--- config.mk ---
export PLATFORM = sky130hd
export DESIGN_NAME = dpram_stream_fifo_ctrl
export DESIGN_NICKNAME = d
export VERILOG_FILES = /design/src/rtl/dpram_stream_fifo_ctrl.sv
export SDC_FILE = /design/constraint.sdc
export NUM_CORES = 1
export LEC_CHECK = 0
export BUFFER_PORTS_ARGS = -buffer_cell sky130_fd_sc_hd__buf_2
export CAP_MARGIN = 20
export CORE_MARGIN = 1
export CORE_UTILIZATION = 40
export CTS_BUF_LIST = sky130_fd_sc_hd__clkbuf_4 sky130_fd_sc_hd__clkbuf_8 sky130_fd_sc_hd__clkbuf_16
export CTS_CLUSTER_SIZE = 24
export DETAILED_ROUTE_END_ITERATION = 6
export PLACE_DENSITY = 0.73
export SLEW_MARGIN = 20
export SYNTH_ARGS = -nofsm -noshare
export SYNTH_HDL_FRONTEND = slang
export SYNTH_SLANG_ARGS = --single-unit
--- constraint.sdc ---
create_clock -name clk -period 3.9 [get_ports clk]
set_clock_uncertainty 0.1 [all_clocks]
set_input_delay 0.195 -clock clk [delete_from_list [all_inputs] [get_ports clk]]
set_output_delay 0.195 -clock clk [all_outputs]
set_load 0.03 [all_outputs]
--- src/rtl/dpram_stream_fifo_ctrl.sv ---
// ----------------------------------------------------------------------------
// dpram_stream_fifo_ctrl
//
// Turns an external true dual-port RAM into a first-word-fall-through stream
// FIFO. Port A carries the writes and port B the reads. Words read from port B
// come back one cycle after enb. They land in a 2-entry skid buffer that drives
// the downstream stream.
//
// Optional feature macro: FIFO_STATUS_EN (adds level / ovf_sticky / udf_sticky)
//
// Ports
//   clk, rst_n            clock, asynchronous active-low reset
//   in_valid/in_ready     upstream handshake, in_data = word
//   out_valid/out_ready   downstream handshake, out_data = head word
//   wea/addra/data_i_a    RAM port A write controls
//   enb/addrb             RAM port B read controls
//   data_o_b              RAM port B registered read data (valid cycle after enb)
//   level                 (FIFO_STATUS_EN) total words held, registered
//   ovf_sticky            (FIFO_STATUS_EN) write attempted while not ready
//   udf_sticky            (FIFO_STATUS_EN) read attempted while empty
// ----------------------------------------------------------------------------
module dpram_stream_fifo_ctrl #(
    parameter int DATA_W = 16,
    parameter int ADDR_W = 8
) (
    input  logic              clk,
    input  logic              rst_n,
    input  logic              in_valid,
    output logic              in_ready,
    input  logic [DATA_W-1:0] in_data,
    output logic              out_valid,
    input  logic              out_ready,
    output logic [DATA_W-1:0] out_data,
    output logic              wea,
    output logic [ADDR_W-1:0] addra,
    output logic [DATA_W-1:0] data_i_a,
    output logic              enb,
    output logic [ADDR_W-1:0] addrb,
    input  logic [DATA_W-1:0] data_o_b
`ifdef FIFO_STATUS_EN
    ,
    output logic [ADDR_W+1:0] level,
    output logic              ovf_sticky,
    output logic              udf_sticky
`endif
);

    localparam int PTR_W = ADDR_W + 1;
    localparam int LVL_W = ADDR_W + 2;
    localparam logic [PTR_W-1:0] DEPTH = {1'b1, {ADDR_W{1'b0}}};

    logic [PTR_W-1:0]  wptr;
    logic [PTR_W-1:0]  rptr;
    logic [PTR_W-1:0]  ram_cnt;
    logic              run;        // low in reset and for the first cycle after release
    logic              inflight;   // a RAM read returns on data_o_b this cycle
    logic [1:0]        skid_cnt;
    logic [DATA_W-1:0] skid0;      // oldest entry
    logic [DATA_W-1:0] skid1;
    logic [1:0]        held;
    logic              wr;
    logic              rd;
    logic              push;
    logic              pop;

    // ------------------------------------------------------------------------
    // Handshakes and RAM controls
    // ------------------------------------------------------------------------
    assign ram_cnt   = wptr - rptr;

    // in_ready is held low until one clock after reset so every output reads 0
    // while rst_n is low.
    assign in_ready  = run && (ram_cnt != DEPTH);
    assign wr        = in_valid && in_ready;

    assign out_valid = (skid_cnt != 2'd0);
    assign out_data  = skid0;
    assign pop       = out_valid && out_ready;
    assign push      = inflight;

    // Skid entries still occupied at the end of this cycle, counting the word
    // now returning from the RAM. Counting the pop of this cycle lets a read
    // issue every cycle under steady out_ready. The limit of two still keeps
    // the buffer from overflowing when out_ready drops.
    assign held      = skid_cnt + 2'(inflight) - 2'(pop);
    assign rd        = (ram_cnt != '0) && (held < 2'd2);

    assign wea       = wr;
    assign addra     = wptr[ADDR_W-1:0];
    assign data_i_a  = wr ? in_data : '0;
    assign enb       = rd;
    assign addrb     = rptr[ADDR_W-1:0];

    // ------------------------------------------------------------------------
    // Pointers and read pipeline
    // ------------------------------------------------------------------------
    always_ff @(posedge clk or negedge rst_n) begin
        if (!rst_n) begin
            wptr     <= '0;
            rptr     <= '0;
            inflight <= 1'b0;
            run      <= 1'b0;
        end else begin
            run      <= 1'b1;
            inflight <= rd;
            if (wr) wptr <= wptr + 1'b1;
            if (rd) rptr <= rptr + 1'b1;
        end
    end

    // ------------------------------------------------------------------------
    // Two-entry skid buffer; skid0 is always the head
    // ------------------------------------------------------------------------
    always_ff @(posedge clk or negedge rst_n) begin
        if (!rst_n) begin
            skid_cnt <= 2'd0;
            skid0    <= '0;
            skid1    <= '0;
        end else begin
            case ({push, pop})
                2'b10: begin
                    if (skid_cnt == 2'd0) skid0 <= data_o_b;
                    else                  skid1 <= data_o_b;
                    skid_cnt <= skid_cnt + 2'd1;
                end
                2'b01: begin
                    skid0    <= skid1;
                    skid_cnt <= skid_cnt - 2'd1;
                end
                2'b11: begin
                    // Count unchanged; the returning word goes behind any survivor.
                    if (skid_cnt == 2'd1) begin
                        skid0 <= data_o_b;
                    end else begin
                        skid0 <= skid1;
                        skid1 <= data_o_b;
                    end
                end
                default: ;
            endcase
        end
    end

`ifdef FIFO_STATUS_EN
    // ------------------------------------------------------------------------
    // Status. level is loaded from next-state occupancy. It therefore shows
    // the words held in the same cycle as the pointers that produce it.
    // ------------------------------------------------------------------------
    logic [PTR_W-1:0] ram_nxt;
    logic [1:0]       skid_nxt;
    logic [LVL_W-1:0] level_nxt;

    always_comb begin
        ram_nxt   = (wptr + PTR_W'(wr)) - (rptr + PTR_W'(rd));
        skid_nxt  = skid_cnt + 2'(push) - 2'(pop);
        level_nxt = LVL_W'(ram_nxt) + LVL_W'(rd) + LVL_W'(skid_nxt);
    end

    always_ff @(posedge clk or negedge rst_n) begin
        if (!rst_n) begin
            level      <= '0;
            ovf_sticky <= 1'b0;
            udf_sticky <= 1'b0;
        end else begin
            level <= level_nxt;
            if (in_valid && !in_ready)  ovf_sticky <= 1'b1;
            if (out_ready && !out_valid) udf_sticky <= 1'b1;
        end
    end
`endif

endmodule
==> results of run 1 <==
-- per-stage QoR --
step	hold slack [ns]	setup WS (ns)	util (%)
final	0.0256	0.499	50.3
after global routing	0.0107	0.343	50.3
after CTS	0.0173	0.530	50.2
after detailed placement	0.266	0.889	48.6
after global placement	0.257	0.988	48.6
after floorplan	-0.201	0.889	-
-- how the worst min path moves through the flow --
stage	from	to	slack (ns)	cells after the start
after floorplan	rst_n	inflight$_DFF_PN0_	-0.20	0
after global placement	rst_n	out_data[2]$_DFFE_PN0P_	0.26	2
after detailed placement	rst_n	out_data[2]$_DFFE_PN0P_	0.27	2
after CTS	data_o_b[15]	skid1[15]$_DFFE_PN0P_	0.02	2
after global routing	data_o_b[15]	skid1[15]$_DFFE_PN0P_	0.01	2
final	data_o_b[5]	skid1[5]$_DFFE_PN0P_	0.03	2
-- layout make-up --
type / count / area (um^2)
Sequential cell: 54 / 1350
Clock buffer: 6 / 82.6
Fill cell: 639 / 3450
Timing Repair Buffer: 93 / 483
Clock inverter: 2 / 16.3
Inverter: 15 / 56.3
Multi-Input combinational cell: 192 / 1380
Tap cell: 96 / 120
-- power by group through the flow --
stage | Sequential, W | Combinational (W) | Clock, W
2_1_floorplan | 0.00114 | 0.00130 | 0
3_3_place_gp | 0.00102 | 0.00173 | 0
3_5_place_dp | 0.00103 | 0.00179 | 0
4_1_cts | 0.00102 | 0.00179 | 0.000346
5_1_grt | 0.00106 | 0.00197 | 0.000372
6_report | 0.00102 | 0.00179 | 0.000336
-- registers in the layout, indices dropped and copies added, names as in the netlist --
signal    count
inflight      1
out_data     16
rptr          9
run           1
skid1        16
skid_cnt      2
wptr          9
-- repair_timing --
action | 4_1_cts | 5_1_grt
setup endpoints to repair | 0 | 0
hold endpoints to repair | 54 | 0
hold buffers | 1 | 0
-- routing by layer --
layer | share of wire, % | up-vias | track usage, %
li1 | - | 1126 | -
met1 | 45 | 1063 | 19.7
met2 | 48 | 92 | 29.9
met3 | 6.1 | 5 | 3.77
met4 | 0.72 | 0 | 3.13
met5 | 0 | - | 0
-- critical path, cell delays in order (launching register included) --
cell and delay (ns):
dfrtp_1 0.40, inv_1 0.09, ha_1 0.35, or4bb_1 0.55
a31oi_1 0.19, nand4_1 0.11, a221oi_1 0.40, a21oi_1 0.13
buf_4 0.22, and2_1 0.18, buf_2 0.17
-- cell families (layout without fill, tap and decap cells) --
logic type | Yosys count | in the layout
and+or+nand+nor | 82 | 82
buffers and inverters | 40 | 116
xor gates and xnor gates | 23 | 23
muxes | 18 | 18
other | 1 | 1
DFF | 54 | 54
AOI/OAI and AO/OA | 52 | 52
adders and majority gates | 16 | 16
-- cell usage after synthesis (3+ instances only) --
cell / count
nand3_1: 6
nand4_1: 8
and3_1: 3
dfrtp_1: 54
a21oi_1: 4
nor3_1: 3
and2_1: 16
ha_1: 16
clkbuf_1: 8
mux2_2: 17
xor2_1: 4
nand2_1: 30
xnor2_1: 19
o21ai_0: 18
nor2_1: 5
buf_4: 16
inv_1: 15
a22oi_1: 16
a21o_1: 4
==> flow_summary.json, run 1 <==
{
  "status": "finished, final reports clean",
  "r2r_slack_ns": 0.81,
  "synth_top_area_cell": "dfrtp_1",
  "drt-initial-drc-count": 49,
  "post_dp_cell_area_um2": 3370,
  "yosys.cell_types.count": 39,
  "core_area_um2": 6940,
  "powerDensity_nw_per_um2": 901,
  "rows": 30,
  "yosys_warnings": 0,
  "synthMuxAreaShare_pct": 6.91,
  "power_frac_clock_pct": 10.7,
  "fin_crit_ns": 3.40,
  "io_pins": 88,
  "cts_max_path_buffers": 2,
  "die_area_um2": 7680,
  "synth_compound_area_share_pct": 11.6,
  "p_leak_nw": 1.73,
  "final_common_cell": "buf_2",
  "crit_fanout": 26,
  "vias": 2286,
  "synth-xor-area-share_pct": 6.87,
  "synthCells": 286,
  "setup_viol": 0,
  "cp-start-kind": "flop",
  "antenna_found_initial": 0,
  "rr_startpoint": "rptr[6]$_DFFE_PN0P_",
  "drive_gt1_share_pct": 33.1,
  "n_antenna_cell": 0,
  "switching_share_pct": 47.0,
  "overflow": 0,
  "htree_num_levels": 2,
  "p_switching_w": 0.00148,
  "synth_top_family_by_area": "simple AND/OR/NAND/NOR gates",
  "cap_violations": 0,
  "grt_pass1_vias": 2256,
  "worstHoldPathType": "in -> reg",
  "die_h_um": 87.6,
  "place_hpwl_mm": 4.45,
  "fin_crit_sh_pct": 87.2,
  "drt_wl_total_mm": 5.97,
  "cp.arrival_ns": 3.11,
  "max_slew.worst_pin.slew_ns": 0.686,
  "ant_nets": 0,
  "fin_nets": 413,
  "setup.worst_path.start": "rptr[6]$_DFFE_PN0P_",
  "cts-root-buf": "clkbuf_8",
  "relSlewSlack_pct": 54.1,
  "cts_tree": "built",
  "worstPathRequired_ns": 3.61,
  "seq_power_share_pct": 32.5,
  "yosys.area_share.simple_pct": 14.4,
  "postCtsSetupRepairBufs": 0,
  "synthAdderAreaFrac_pct": 6.83,
  "ctsResizeCount": 0,
  "ys_top_cells_by_area": "dfrtp_1, ha_1, mux2_2",
  "fin_cells": 458,
  "synth_edf_count": 0,
  "setup_tns_ns": 0,
  "ys_ff_latch": 54,
  "place_inst": 449,
  "syn_avg_cell_area_um2": 10.3,
  "ys_seq_area_share_pct": 46.1,
  "grt_usage_pct": 16.3,
  "cts_buffers": 5,
  "clkLatencyLatePin_ns": 0.31,
  "ys_dominant_reg_cell": "dfrtp_1",
  "intPower_w": 0.00167,
  "avgRoutedWirePerCell_um": 13.0,
  "max_freq_mhz": 294,
  "worstRegToRegCells": 10,
  "port_buffers": 87,
  "cts.sinks": 54,
  "start_util_pct": 42.2,
  "critPathKind": "reg -> out",
  "drc": 0,
  "slew_violations": 0,
  "synth_top_area_share_pct": 46.1,
  "grt_max_degree": 55,
  "grt_pass1_wl_mm": 9.82,
  "clk_pin_slew_ns": 0.10,
  "rsz0062_at_grt": "no",
  "comb_power_share_pct": 56.9,
  "netlist_area_um2": 2930,
  "crit_path_end": "data_i_a[7]",
  "r2r_end": "rptr[1]$_DFFE_PN0P_",
  "totalPowerFinal_w": 0.00314,
  "hold_viol_final": 0,
  "die_width_um": 87.6,
  "areaGrowthSynthToFinish_pct": 19.0,
  "crit_path_end_kind": "output pin",
  "async_reset_ff_share_pct": 100,
  "first_pass_iters": 4,
  "routabilityCongestion": 0.787,
  "syn_nets": 338,
  "mostFrequentLayoutCells": "buf_2, dfrtp_1, nand2_1, xnor2_1, o21ai_0",
  "viasPerCell": 4.99,
  "vdd_drop_max_mv": 0.324,
  "fin_area_um2": 3490
}
Power figures use the tool's default switching activity.
==> run 2: changes to the inputs <==
- ABC_AREA: not set -> 1
- HOLD_SLACK_MARGIN: not set -> 0.05
- MAX_ROUTING_LAYER: not set -> met4
- PLACE_DENSITY: 0.73 -> 0.71
==> run 2 against run 1 <==
Clock power hardly changed; core utilization is 1.3 points lower; synthesized cell count is 51% higher; area after synthesis is 15% higher; sequential power is 4% lower; clock-buffer cell count is 1 lower; via count is 31% higher; wire length is 21% higher; first-iteration DRC count grew to 2.7 times the previous value; total power is 5.5% higher; critical endpoint is now data_i_a[14]; largest cell class unchanged; highest routed layer unchanged.
==> flow_summary.json, run 2 <==
{
  "worstHoldPathType": "in -> reg",
  "synth_most_common_cell": "nand2_1",
  "setup_viol": 0,
  "slowest_delay_ns": 0.49,
  "cp.depth": 10,
  "drt-initial-drc-count": 130,
  "first_pass_iters": 4,
  "relSlewSlack_pct": 30.8,
  "die_width_um": 94.0,
  "async_reset_ff_share_pct": 100,
  "worstPathRequired_ns": 3.61,
  "core_area_um2": 8220,
  "synth_edf_count": 0,
  "grt_pass1_wl_mm": 12.0,
  "vdd_drop_max_mv": 0.389,
  "seq_area_um2": 1350,
  "fill_cells": 793,
  "cap_violations": 0,
  "critPathKind": "reg -> out",
  "die_area_um2": 8840,
  "max_slew.worst_pin.slew_ns": 1.04,
  "rows": 33,
  "overflow": 0,
  "clk_pin_slew_ns": 0.10,
  "crit_fanout": 26,
  "viasPerCell": 4.81,
  "io_pins": 88,
  "final_common_cell": "nand2_1",
  "whs_path_depth": 3,
  "syn_avg_cell_area_um2": 7.82,
  "drive_gt1_share_pct": 23.4,
  "avgRoutedWirePerCell_um": 11.6,
  "crit_path_end_kind": "output pin",
  "vias": 2992,
  "cp.arrival_ns": 2.73,
  "crit_top_cell": "nand2_1",
  "cts_buffers": 5,
  "cts-root-buf": "clkbuf_8",
  "max_freq_mhz": 331,
  "start_util_pct": 41.2,
  "setup_tns_ns": 0,
  "status": "finished, final reports clean",
  "place_hpwl_mm": 5.35,
  "grt_max_degree": 55,
  "syn_nets": 485,
  "grt_pass1_vias": 2769,
  "worstRegToRegCells": 12,
  "synth_top_area_share_pct": 39.9,
  "areaGrowthSynthToFinish_pct": 18.8,
  "netlist_area_um2": 3390,
  "rsz0062_at_grt": "no",
  "routabilityCongestion": 0.925,
  "ys_dominant_reg_cell": "dfrtp_1",
  "slew_violations": 0,
  "path_buf_inv": 1,
  "drc": 0,
  "n_antenna_cell": 0,
  "ys_seq_area_share_pct": 39.9,
  "hold_viol_final": 0,
  "yosys_warnings": 0,
  "crit_chain": "ha_1 > a21oi_1 > o21a_1 > nand2_1 > nand2_1 > nand2_1 > nand3_2 > nand3_4 > nor2_1 > buf_2",
  "mostFrequentLayoutCells": "nand2_1, buf_2, inv_1, dfrtp_1, nor2_1",
  "ys_top_cells_by_area": "dfrtp_1, nand2_1, inv_1",
  "postCtsSetupRepairBufs": 0,
  "critPathSlowestCell": "dfrtp_1",
  "cts.sinks": 54,
  "cts_tree": "built",
  "crit_family": "simple AND/OR/NAND/NOR gates",
  "whs_ns": 0.0582,
  "antenna_found_initial": 0,
  "fin_crit_sh_pct": 77.6,
  "yosys.cell_types.count": 28,
  "synthCells": 433,
  "port_buffers": 87,
  "ant_nets": 0,
  "cts_max_path_buffers": 2,
  "synth_common_cells": "nand2_1, inv_1, dfrtp_1",
  "htree_num_levels": 2,
  "ctsResizeCount": 0,
  "drt_wl_total_mm": 7.22,
  "p_leak_nw": 2.31,
  "synth_top_area_cell": "dfrtp_1",
  "die_h_um": 94.0,
  "powerDensity_nw_per_um2": 825,
  "fin_nets": 568,
  "fin_crit_ns": 3.02,
  "grt_usage_pct": 17.9,
  "multi_input_area_um2": 1530,
  "ys_ff_latch": 54,
  "cp-start-kind": "flop",
  "totalPowerFinal_w": 0.00332,
  "clkLatencyLatePin_ns": 0.32
}
==> run 2: area by class of cell <==
| type | instances | share of cell area [%] |
|---|---|---|
| Multi-Input combinational cell | 266 | 38.1 |
| Clock inverter | 3 | 0.653 |
| Tap cell | 105 | 3.26 |
| Inverter | 85 | 7.93 |
| Sequential cell | 54 | 33.6 |
| Clock buffer | 5 | 1.71 |
| Timing Repair Buffer | 104 | 14.8 |
==> run 2: logic make-up after synthesis <==
| family | synth area share [%] |
|---|---|
| simple gates | 21.5 |
| buf+inv | 15.0 |
| flops | 39.9 |
| compound gates | 7.31 |
| xor+xnor | 4.91 |
| fa+ha+maj | 5.91 |
| mux | 5.32 |
| other cells | 0.111 |
==> run 2: path summary, 6_finish.rpt <==
check                                          end  slack (ns)            startpoint
max                                   data_i_a[14]        0.88   wptr[5]$_DFFE_PN0P_
min                           skid1[6]$_DFFE_PN0P_        0.06           data_o_b[6]
max reg2reg                    rptr[3]$_DFFE_PN0P_        1.40   wptr[2]$_DFFE_PN0P_
min reg2reg                   skid1[3]$_DFFE_PN0P_        0.40  skid1[3]$_DFFE_PN0P_
max in group asynchronous      wptr[5]$_DFFE_PN0P_        2.80                 rst_n
min in group asynchronous  out_data[8]$_DFFE_PN0P_        0.44                 rst_n
==> run 2: tightest hold or removal path, delay by kind of cell <==
family / cells / cell delay (ns)
AO/OA/AOI/OAI: 1 / 0.08
buffers and inverters: 2 / 0.16
==> run 2: power by group <==
group / leakage (nW) / internal, W / switching (W)
clock network: 0.0495 / 0.000134 / 0.000205
registers: 0.676 / 0.000800 / 0.000182
logic: 1.59 / 0.000711 / 0.00129
==> run 2: through the flow <==
stage	worst slack (ns)	cells	cell area, um^2	util, %
3_5_place_dp	1.24	601	3800	46.2
5_1_grt	0.643	622	4020	49.0
2_1_floorplan	1.49	433	3390	-
6_report	0.875	622	4020	49.0
4_1_cts	0.880	622	4020	49.0
3_3_place_gp	1.32	601	3800	46.2
==> run 2: what timing repair did <==
| action | CTS | global route |
|---|---|---|
| endpoints found under the setup margin | 0 | 0 |
| hold endpoints to repair | 66 | 0 |
| hold buffers | 13 | 0 |
==> run 2: per-layer routing <==
layer	routed length (um)	global-route usage, %	up-vias	share of wire, %
met3	507	3.64	14	7.0
met4	161	7.31	0	2.2
met1	3060	19.8	1366	42
met5	0	-	-	0
met2	3490	31.4	103	48
li1	-	-	1509	-
